===== src/rtl/traffic_lamp_if.sv =====
// Lamp bus between the traffic-light controller and the safety monitor.
// master = controller side (drives lamp requests, observes monitored lamps),
// slave  = monitor side.
interface traffic_lamp_if;
  logic       FM;
  logic       GRN1, YLW1, RED1;
  logic       GRN2, YLW2, RED2;
  logic       GRN1_Q, YLW1_Q, RED1_Q;
  logic       GRN2_Q, YLW2_Q, RED2_Q;
  logic       FAULT;
  logic [2:0] FAULT_CODE;

  modport master (
    output FM, GRN1, YLW1, RED1, GRN2, YLW2, RED2,
    input  GRN1_Q, YLW1_Q, RED1_Q, GRN2_Q, YLW2_Q, RED2_Q, FAULT, FAULT_CODE
  );

  modport slave (
    input  FM, GRN1, YLW1, RED1, GRN2, YLW2, RED2,
    output GRN1_Q, YLW1_Q, RED1_Q, GRN2_Q, YLW2_Q, RED2_Q, FAULT, FAULT_CODE
  );
endinterface


===== src/rtl/traffic_lamp_monitor.sv =====
// Safety monitor for a two-direction traffic-light controller.
// Stage 1 registers the lamp drives, the checkers look at the registered copy,
// stage 2 re-drives the lamps. The first detected violation latches a fault
// code and forces both directions to (optionally flashing) red until CLR.
module traffic_lamp_monitor #(
  parameter int MIN_YLW   = 3,
  parameter int MAX_GRN   = 64,
  parameter int CNT_W     = 8,
  parameter int FLASH_DIV = 4
) (
  input  logic           CK,
  input  logic           CLR,
  traffic_lamp_if.slave  bus
);

  typedef enum logic [1:0] {T_UNK, T_RED, T_GRN, T_YLW} trk_e;

  localparam logic [CNT_W-1:0] DW_MAX  = {CNT_W{1'b1}};
  localparam logic [CNT_W-1:0] DW_ONE  = CNT_W'(1);
  localparam logic [CNT_W-1:0] YLW_MIN = CNT_W'(MIN_YLW);
  localparam logic [CNT_W-1:0] GRN_MAX = CNT_W'(MAX_GRN);
  localparam int               FC_W    = (FLASH_DIV > 1) ? $clog2(FLASH_DIV) : 1;
  localparam logic [FC_W-1:0]  FC_LAST = FC_W'((FLASH_DIV > 0) ? FLASH_DIV - 1 : 0);

  // Only the three forward steps of the cycle are allowed.
  function automatic logic legal_move(input trk_e from_s, input trk_e to_s);
    return (from_s == T_RED && to_s == T_GRN) ||
           (from_s == T_GRN && to_s == T_YLW) ||
           (from_s == T_YLW && to_s == T_RED);
  endfunction

  // ---------------- stage 1: input capture ----------------
  // Lamp vectors are {G,Y,R}; index 0 = direction 1, index 1 = direction 2.
  logic            s_vld_q;
  logic            s_fm_q;
  logic [1:0][2:0] s_lamp_q;

  // Register the controller drives; s_vld_q masks the zeroed stage right after reset.
  always_ff @(posedge CK) begin
    if (CLR) begin
      s_vld_q  <= 1'b0;
      s_fm_q   <= 1'b0;
      s_lamp_q <= '0;
    end else begin
      s_vld_q     <= 1'b1;
      s_fm_q      <= bus.FM;
      s_lamp_q[0] <= {bus.GRN1, bus.YLW1, bus.RED1};
      s_lamp_q[1] <= {bus.GRN2, bus.YLW2, bus.RED2};
    end
  end

  // ---------------- checkers ----------------
  trk_e             trk_q [2];
  trk_e             trk_d [2];
  logic [CNT_W-1:0] dw_q  [2];
  logic [CNT_W-1:0] dw_d  [2];
  logic [1:0]       onehot, nonred, enc_bad, seq_bad, ysh_bad, gl_bad;
  logic             conf_bad;

  // Per-direction encoding, tracker next state, dwell and sequence checks.
  always_comb begin
    onehot  = '0;
    nonred  = '0;
    enc_bad = '0;
    seq_bad = '0;
    ysh_bad = '0;
    gl_bad  = '0;
    for (int d = 0; d < 2; d++) begin
      trk_d[d] = trk_q[d];
      dw_d[d]  = dw_q[d];
      onehot[d] = (s_lamp_q[d] == 3'b100) || (s_lamp_q[d] == 3'b010) ||
                  (s_lamp_q[d] == 3'b001);
      nonred[d] = s_lamp_q[d][2] | s_lamp_q[d][1];
      // All-dark is only acceptable while the controller is flashing.
      enc_bad[d] = !(onehot[d] || (s_fm_q && s_lamp_q[d] == 3'b000));
      // Flash forgets history; a bad code holds the tracker (the fault covers it).
      if (s_fm_q)
        trk_d[d] = T_UNK;
      else if (onehot[d])
        trk_d[d] = s_lamp_q[d][2] ? T_GRN : (s_lamp_q[d][1] ? T_YLW : T_RED);
      if (trk_d[d] != trk_q[d])
        dw_d[d] = DW_ONE;
      else if (dw_q[d] != DW_MAX)
        dw_d[d] = dw_q[d] + DW_ONE;
      seq_bad[d] = !s_fm_q && (trk_q[d] != T_UNK) && (trk_d[d] != trk_q[d]) &&
                   !legal_move(trk_q[d], trk_d[d]);
      ysh_bad[d] = !s_fm_q && (trk_q[d] == T_YLW) && (trk_d[d] != T_YLW) &&
                   (dw_q[d] < YLW_MIN);
      gl_bad[d]  = (trk_d[d] == T_GRN) && (dw_d[d] >= GRN_MAX);
    end
    conf_bad = !s_fm_q && nonred[0] && nonred[1];
  end

  // Trackers and dwell counters follow the registered lamps.
  always_ff @(posedge CK) begin
    if (CLR) begin
      for (int d = 0; d < 2; d++) begin
        trk_q[d] <= T_UNK;
        dw_q[d]  <= '0;
      end
    end else if (s_vld_q) begin
      for (int d = 0; d < 2; d++) begin
        trk_q[d] <= trk_d[d];
        dw_q[d]  <= dw_d[d];
      end
    end
  end

  // ---------------- fault latch ----------------
  logic [2:0] chk_code;
  logic       fault_q, fault_d;
  logic [2:0] code_q;

  // Lowest-numbered violation wins when several fire together.
  always_comb begin
    chk_code = 3'd0;
    if (s_vld_q) begin
      if (|enc_bad)      chk_code = 3'd1;
      else if (conf_bad) chk_code = 3'd2;
      else if (|seq_bad) chk_code = 3'd3;
      else if (|ysh_bad) chk_code = 3'd4;
      else if (|gl_bad)  chk_code = 3'd5;
    end
    fault_d = fault_q | (chk_code != 3'd0);
  end

  // First fault is sticky; later ones are ignored until CLR.
  always_ff @(posedge CK) begin
    if (CLR) begin
      fault_q <= 1'b0;
      code_q  <= 3'd0;
    end else if (!fault_q && chk_code != 3'd0) begin
      fault_q <= 1'b1;
      code_q  <= chk_code;
    end
  end

  // ---------------- safe-red flasher ----------------
  logic [FC_W-1:0] fc_q, fc_d;
  logic            ph_q, ph_d;
  logic            red_d;

  // Held at (0, on) until the fault, so the fault edge starts a full ON half-period.
  always_comb begin
    fc_d = '0;
    ph_d = 1'b1;
    if (fault_q) begin
      if (fc_q == FC_LAST) begin
        fc_d = '0;
        ph_d = ~ph_q;
      end else begin
        fc_d = fc_q + FC_W'(1);
        ph_d = ph_q;
      end
    end
    red_d = (FLASH_DIV == 0) ? 1'b1 : ph_d;
  end

  // Flash counter and phase.
  always_ff @(posedge CK) begin
    if (CLR) begin
      fc_q <= '0;
      ph_q <= 1'b1;
    end else begin
      fc_q <= fc_d;
      ph_q <= ph_d;
    end
  end

  // ---------------- stage 2: lamp re-drive ----------------
  logic [1:0][2:0] lamp_q;

  // Pass-through normally; safe red from the very edge the fault latches.
  always_ff @(posedge CK) begin
    if (CLR)
      lamp_q <= '0;
    else if (fault_d)
      lamp_q <= {{2'b00, red_d}, {2'b00, red_d}};
    else
      lamp_q <= s_lamp_q;
  end

  assign bus.GRN1_Q     = lamp_q[0][2];
  assign bus.YLW1_Q     = lamp_q[0][1];
  assign bus.RED1_Q     = lamp_q[0][0];
  assign bus.GRN2_Q     = lamp_q[1][2];
  assign bus.YLW2_Q     = lamp_q[1][1];
  assign bus.RED2_Q     = lamp_q[1][0];
  assign bus.FAULT      = fault_q;
  assign bus.FAULT_CODE = code_q;

endmodule


===== src/flat_wrapper.sv =====
// flat-port wrapper written by rule: the top's interface ports become plain ports
module traffic_lamp_monitor_flat 
#(
  parameter int MIN_YLW   = 3,
  parameter int MAX_GRN   = 64,
  parameter int CNT_W     = 8,
  parameter int FLASH_DIV = 4
)
  (CK, CLR, bus_FM, bus_GRN1, bus_YLW1, bus_RED1, bus_GRN2, bus_YLW2, bus_RED2, bus_GRN1_Q, bus_YLW1_Q, bus_RED1_Q, bus_GRN2_Q, bus_YLW2_Q, bus_RED2_Q, bus_FAULT, bus_FAULT_CODE);
  traffic_lamp_if bus_i ();
  input  logic CK;
  input  logic CLR;
  input wire logic [$bits(bus_i.FM)-1:0] bus_FM;
  input wire logic [$bits(bus_i.GRN1)-1:0] bus_GRN1;
  input wire logic [$bits(bus_i.YLW1)-1:0] bus_YLW1;
  input wire logic [$bits(bus_i.RED1)-1:0] bus_RED1;
  input wire logic [$bits(bus_i.GRN2)-1:0] bus_GRN2;
  input wire logic [$bits(bus_i.YLW2)-1:0] bus_YLW2;
  input wire logic [$bits(bus_i.RED2)-1:0] bus_RED2;
  output wire logic [$bits(bus_i.GRN1_Q)-1:0] bus_GRN1_Q;
  output wire logic [$bits(bus_i.YLW1_Q)-1:0] bus_YLW1_Q;
  output wire logic [$bits(bus_i.RED1_Q)-1:0] bus_RED1_Q;
  output wire logic [$bits(bus_i.GRN2_Q)-1:0] bus_GRN2_Q;
  output wire logic [$bits(bus_i.YLW2_Q)-1:0] bus_YLW2_Q;
  output wire logic [$bits(bus_i.RED2_Q)-1:0] bus_RED2_Q;
  output wire logic [$bits(bus_i.FAULT)-1:0] bus_FAULT;
  output wire logic [$bits(bus_i.FAULT_CODE)-1:0] bus_FAULT_CODE;
  assign bus_i.FM = bus_FM;
  assign bus_i.GRN1 = bus_GRN1;
  assign bus_i.YLW1 = bus_YLW1;
  assign bus_i.RED1 = bus_RED1;
  assign bus_i.GRN2 = bus_GRN2;
  assign bus_i.YLW2 = bus_YLW2;
  assign bus_i.RED2 = bus_RED2;
  assign bus_GRN1_Q = bus_i.GRN1_Q;
  assign bus_YLW1_Q = bus_i.YLW1_Q;
  assign bus_RED1_Q = bus_i.RED1_Q;
  assign bus_GRN2_Q = bus_i.GRN2_Q;
  assign bus_YLW2_Q = bus_i.YLW2_Q;
  assign bus_RED2_Q = bus_i.RED2_Q;
  assign bus_FAULT = bus_i.FAULT;
  assign bus_FAULT_CODE = bus_i.FAULT_CODE;
  traffic_lamp_monitor #(.MIN_YLW(MIN_YLW), .MAX_GRN(MAX_GRN), .CNT_W(CNT_W), .FLASH_DIV(FLASH_DIV)) u_core (.CK(CK), .CLR(CLR), .bus(bus_i));
endmodule

===== config.mk =====
export PLATFORM = sky130hd
export DESIGN_NAME = traffic_lamp_monitor_flat
export DESIGN_NICKNAME = d
export VERILOG_FILES = /design/src/rtl/traffic_lamp_if.sv /design/src/rtl/traffic_lamp_monitor.sv /design/src/flat_wrapper.sv
export SDC_FILE = /design/constraint.sdc
export NUM_CORES = 1
export LEC_CHECK = 0
export CORE_ASPECT_RATIO = 1.75
export CORE_UTILIZATION = 55
export DETAILED_ROUTE_END_ITERATION = 6
export GPL_ROUTABILITY_DRIVEN = 0
export PLACE_DENSITY = 0.77
export SLEW_MARGIN = 10
export SYNTH_ARGS = -nofsm -noshare
export SYNTH_HDL_FRONTEND = slang
export SYNTH_SLANG_ARGS = --single-unit

===== constraint.sdc =====
create_clock -name CK -period 2.8 [get_ports CK]
set_clock_uncertainty 0.2 [all_clocks]
set_input_delay 0.28 -clock CK [delete_from_list [all_inputs] [get_ports CK]]
set_output_delay 0.28 -clock CK [all_outputs]
set_load 0.02 [all_outputs]

==> flow_summary.ini <==
[status]
status = finished clean

[floorplanning]
core.rowCount = 30
dieHeight_um = 87.6
die-area_um2 = 4460
ios = 19
start_util_pct = 58.4
core_area_um2 = 3940
fp.dieW_um = 50.9

[synthesis]
syn_area_um2 = 2300
syn_inst = 228
ys_warn_count = 0
synth-edff-count = 20
synthDistinctLibCells = 57
ys.flop_type = dfxtp_1
seq_area_frac_synth_pct = 44.3
ys_ff_latch = 41
async_reset_ff_share_pct = 0
synth_nets = 240
avgSynthCellArea_um2 = 10.1

[power]
p_comb_share_pct = 14.9
powerDensity_nw_per_um2 = 523
switching_power_mw = 0.364
power_frac_seq_pct = 53.1
ir_worst_vdd_v = 0.000417
swShare_pct = 26.8
clkPwrFrac_pct = 32.0
p_leak_nw = 0.908
internal-power_mw = 0.997

[cells_and_area]
layout-drive-gt1-share_pct = 10.7
final_nets = 255
final_cell_mix = nor2_1, dfxtp_1, edfxtp_1
syn2layout_area_growth_pct = 13.0
final_area_um2 = 2600
final_cells = 292
diodes = 0
final_common_cell = nor2_1

[worst_hold_path]
hold_class = flip-flop to flip-flop
holdCritStartpoint = u_core.fc_q[0]
holdPathStages = 1
hold_path_end = u_core.fc_q[0]

[grt]
grt_pass1_vias = 1749
grt-ovfl-total = 0
grt_pass1_wl_um = 7780
grt_max_degree = 21
grt_usage_pct = 23.1
antenna_found_initial = 0

[routing]
drc = 0
drtIter0Drc = 49
via_per_inst = 6.17
wl_per_cell_um = 16.0
wirelength_um = 4670
vias = 1802
drtPass1Iterations = 4
ant_nets = 0

[clock_tree]
clock_sink_count = 41
cts_tree = built
cts-root-buf = clkbuf_8
hold_buffers = 0
cts_resized = 0
cts_made_buffers = 5
cts.clk_slew.worst_paths_ns = 0.08
cts_buffer_depth = 2
htreeDepth = 2
clock_latency_ns = 0.29
cts_setup_buffers = 0

[worst_setup_path]
startpoint_type = flip-flop
timing.rr.end = u_core.bus.RED1_Q
r2r_setup_slack_ns = 0.43
criticalPathCategory = flip-flop to flip-flop
reg2reg_from = u_core.dw_q[0][8]
arrival_ns = 2.36
r2r_cells = 7
worst_ep_required_time_ns = 2.79
critPathCaptureType = flip-flop
cp_max_fo = 7

[timing]
rsz0062_at_grt = false
period_minus_slack_ns = 2.37
slew_headroom_pct = 67.1
min_period_over_period_pct = 84.5
setup_viol = 0
final-hold-violation-count = 0
holdWs_ns = 0.238
worstMarginPinSlew_ns = 0.492
layout_setup_ws_ns = 0.435
slew_viol_final = 0
max_freq_ghz = 0.423
tns_ns = 0

[flow_run]
cap_violations = 0

[place]
hpwl_um = 3450
dp_cells = 284
numPortBuffers = 18
post-place-ws_ns = 0.438
placed_cell_area_um2 = 2500
-- critical path, stage by stage (launching register included) --
cell	delay, ns
edfxtp_1	0.42
ha_1	0.28
and4_4	0.22
a21oi_1	0.21
a211oi_2	0.12
nor3_2	0.35
a41oi_4	0.24
o21a_1	0.23
-- routing by layer --
layer	part of all wire (%)	global-route usage [%]	vias up
li1	-	-	882
met1	40	25.0	867
met2	55	41.9	41
met3	2.7	3.82	12
met4	2.7	11.9	0
met5	0	0	-
-- cells by family after synthesis --
logic type / after synthesis / synth area share (%)
AOI/OAI and AO/OA: 52 / 17.3
DFF: 41 / 44.3
buffers and inverters: 19 / 3.80
and+or+nand+nor: 93 / 24.8
xor gates and xnor gates: 13 / 4.94
adders and majority gates: 5 / 2.50
muxes: 5 / 2.28
-- power by group through the flow --
stage / sequential [mW] / combinational, mW / clock [mW]
2_1_floorplan: 0.722 / 0.150 / 0
3_3_place_gp: 0.734 / 0.199 / 0
3_5_place_dp: 0.735 / 0.203 / 0
4_1_cts: 0.721 / 0.205 / 0.448
5_1_grt: 0.729 / 0.223 / 0.471
6_report: 0.723 / 0.203 / 0.435
-- worst max-delay path by stage --
| stage | start | to | slack, ns | depth (start not counted) |
|---|---|---|---|---|
| after floorplan | u_core.dw_q[0][8] | u_core.bus.RED1_Q | 0.61 | 7 |
| after global placement | u_core.dw_q[0][8] | u_core.bus.YLW1_Q | 0.50 | 7 |
| after detailed placement | u_core.dw_q[0][8] | u_core.bus.RED1_Q | 0.44 | 7 |
| after CTS | u_core.dw_q[0][8] | u_core.bus.YLW1_Q | 0.43 | 7 |
| after global routing | u_core.dw_q[0][8] | u_core.bus.YLW1_Q | 0.28 | 7 |
| final | u_core.dw_q[0][8] | u_core.bus.RED1_Q | 0.43 | 7 |
-- synthesized netlist by cell type (all sizes together) (2+ instances only) --
| master | n | share of area (%) |
|---|---|---|
| a211o | 3 | 1.1 |
| a211oi | 8 | 2.8 |
| a21oi | 18 | 4.1 |
| a221oi | 2 | 1.0 |
| and3 | 3 | 0.81 |
| and3b | 2 | 0.76 |
| and4 | 2 | 0.87 |
| buf | 7 | 1.8 |
| clkbuf | 5 | 0.81 |
| dfxtp | 21 | 18 |
| edfxtp | 20 | 26 |
| ha | 3 | 1.6 |
| inv | 7 | 1.1 |
| maj3 | 2 | 0.87 |
| mux2 | 2 | 0.98 |
| mux2i | 3 | 1.3 |
| nand2 | 8 | 1.3 |
| nand2b | 3 | 0.81 |
| nand3 | 6 | 1.3 |
| nand4 | 6 | 1.6 |
| nor2 | 22 | 3.6 |
| nor2b | 7 | 1.9 |
| nor3 | 11 | 2.8 |
| nor3b | 5 | 2.3 |
| nor4 | 4 | 1.1 |
| nor4b | 2 | 1.4 |
| o21a | 4 | 1.3 |
| o21ai | 9 | 2.0 |
| or2 | 4 | 1.1 |
| xnor2 | 5 | 1.9 |
| xor2 | 8 | 3.0 |
-- sequential cells by signal, summed over array words and instances (netlist names) --
| signal | cells |
|---|---|
| u_core.fc_q | 2 |
| u_core.s_fm_q | 1 |
| u_core.bus.FAULT_CODE | 3 |
| u_core.bus.GRN1_Q | 1 |
| u_core.dw_q | 16 |
| u_core.bus.YLW2_Q | 1 |
| u_core.bus.FAULT | 1 |
| u_core.bus.RED1_Q | 1 |
| u_core.bus.YLW1_Q | 1 |
| u_core.s_lamp_q | 6 |
| u_core.bus.RED2_Q | 1 |
| u_core.s_vld_q | 1 |
| u_core.ph_q | 1 |
| u_core.bus.GRN2_Q | 1 |
| u_core.trk_q | 4 |
-- layout make-up --
class                           count  area, µm²
Timing Repair Buffer               20        195
Fill cell                         343       1340
Clock buffer                        7       97.6
Inverter                            7       26.3
Clock inverter                      1       8.76
Sequential cell                    41       1020
Multi-Input combinational cell    168       1190
Tap cell                           48       60.1
-- per-stage QoR --
stage	power, mW	util, %
final	1.36	66.1
after global routing	1.42	66.1
after CTS	1.37	66.1
after detailed placement	0.939	63.4
after global placement	0.933	63.4
after floorplan	0.872	-
Power figures use the tool's default switching activity.
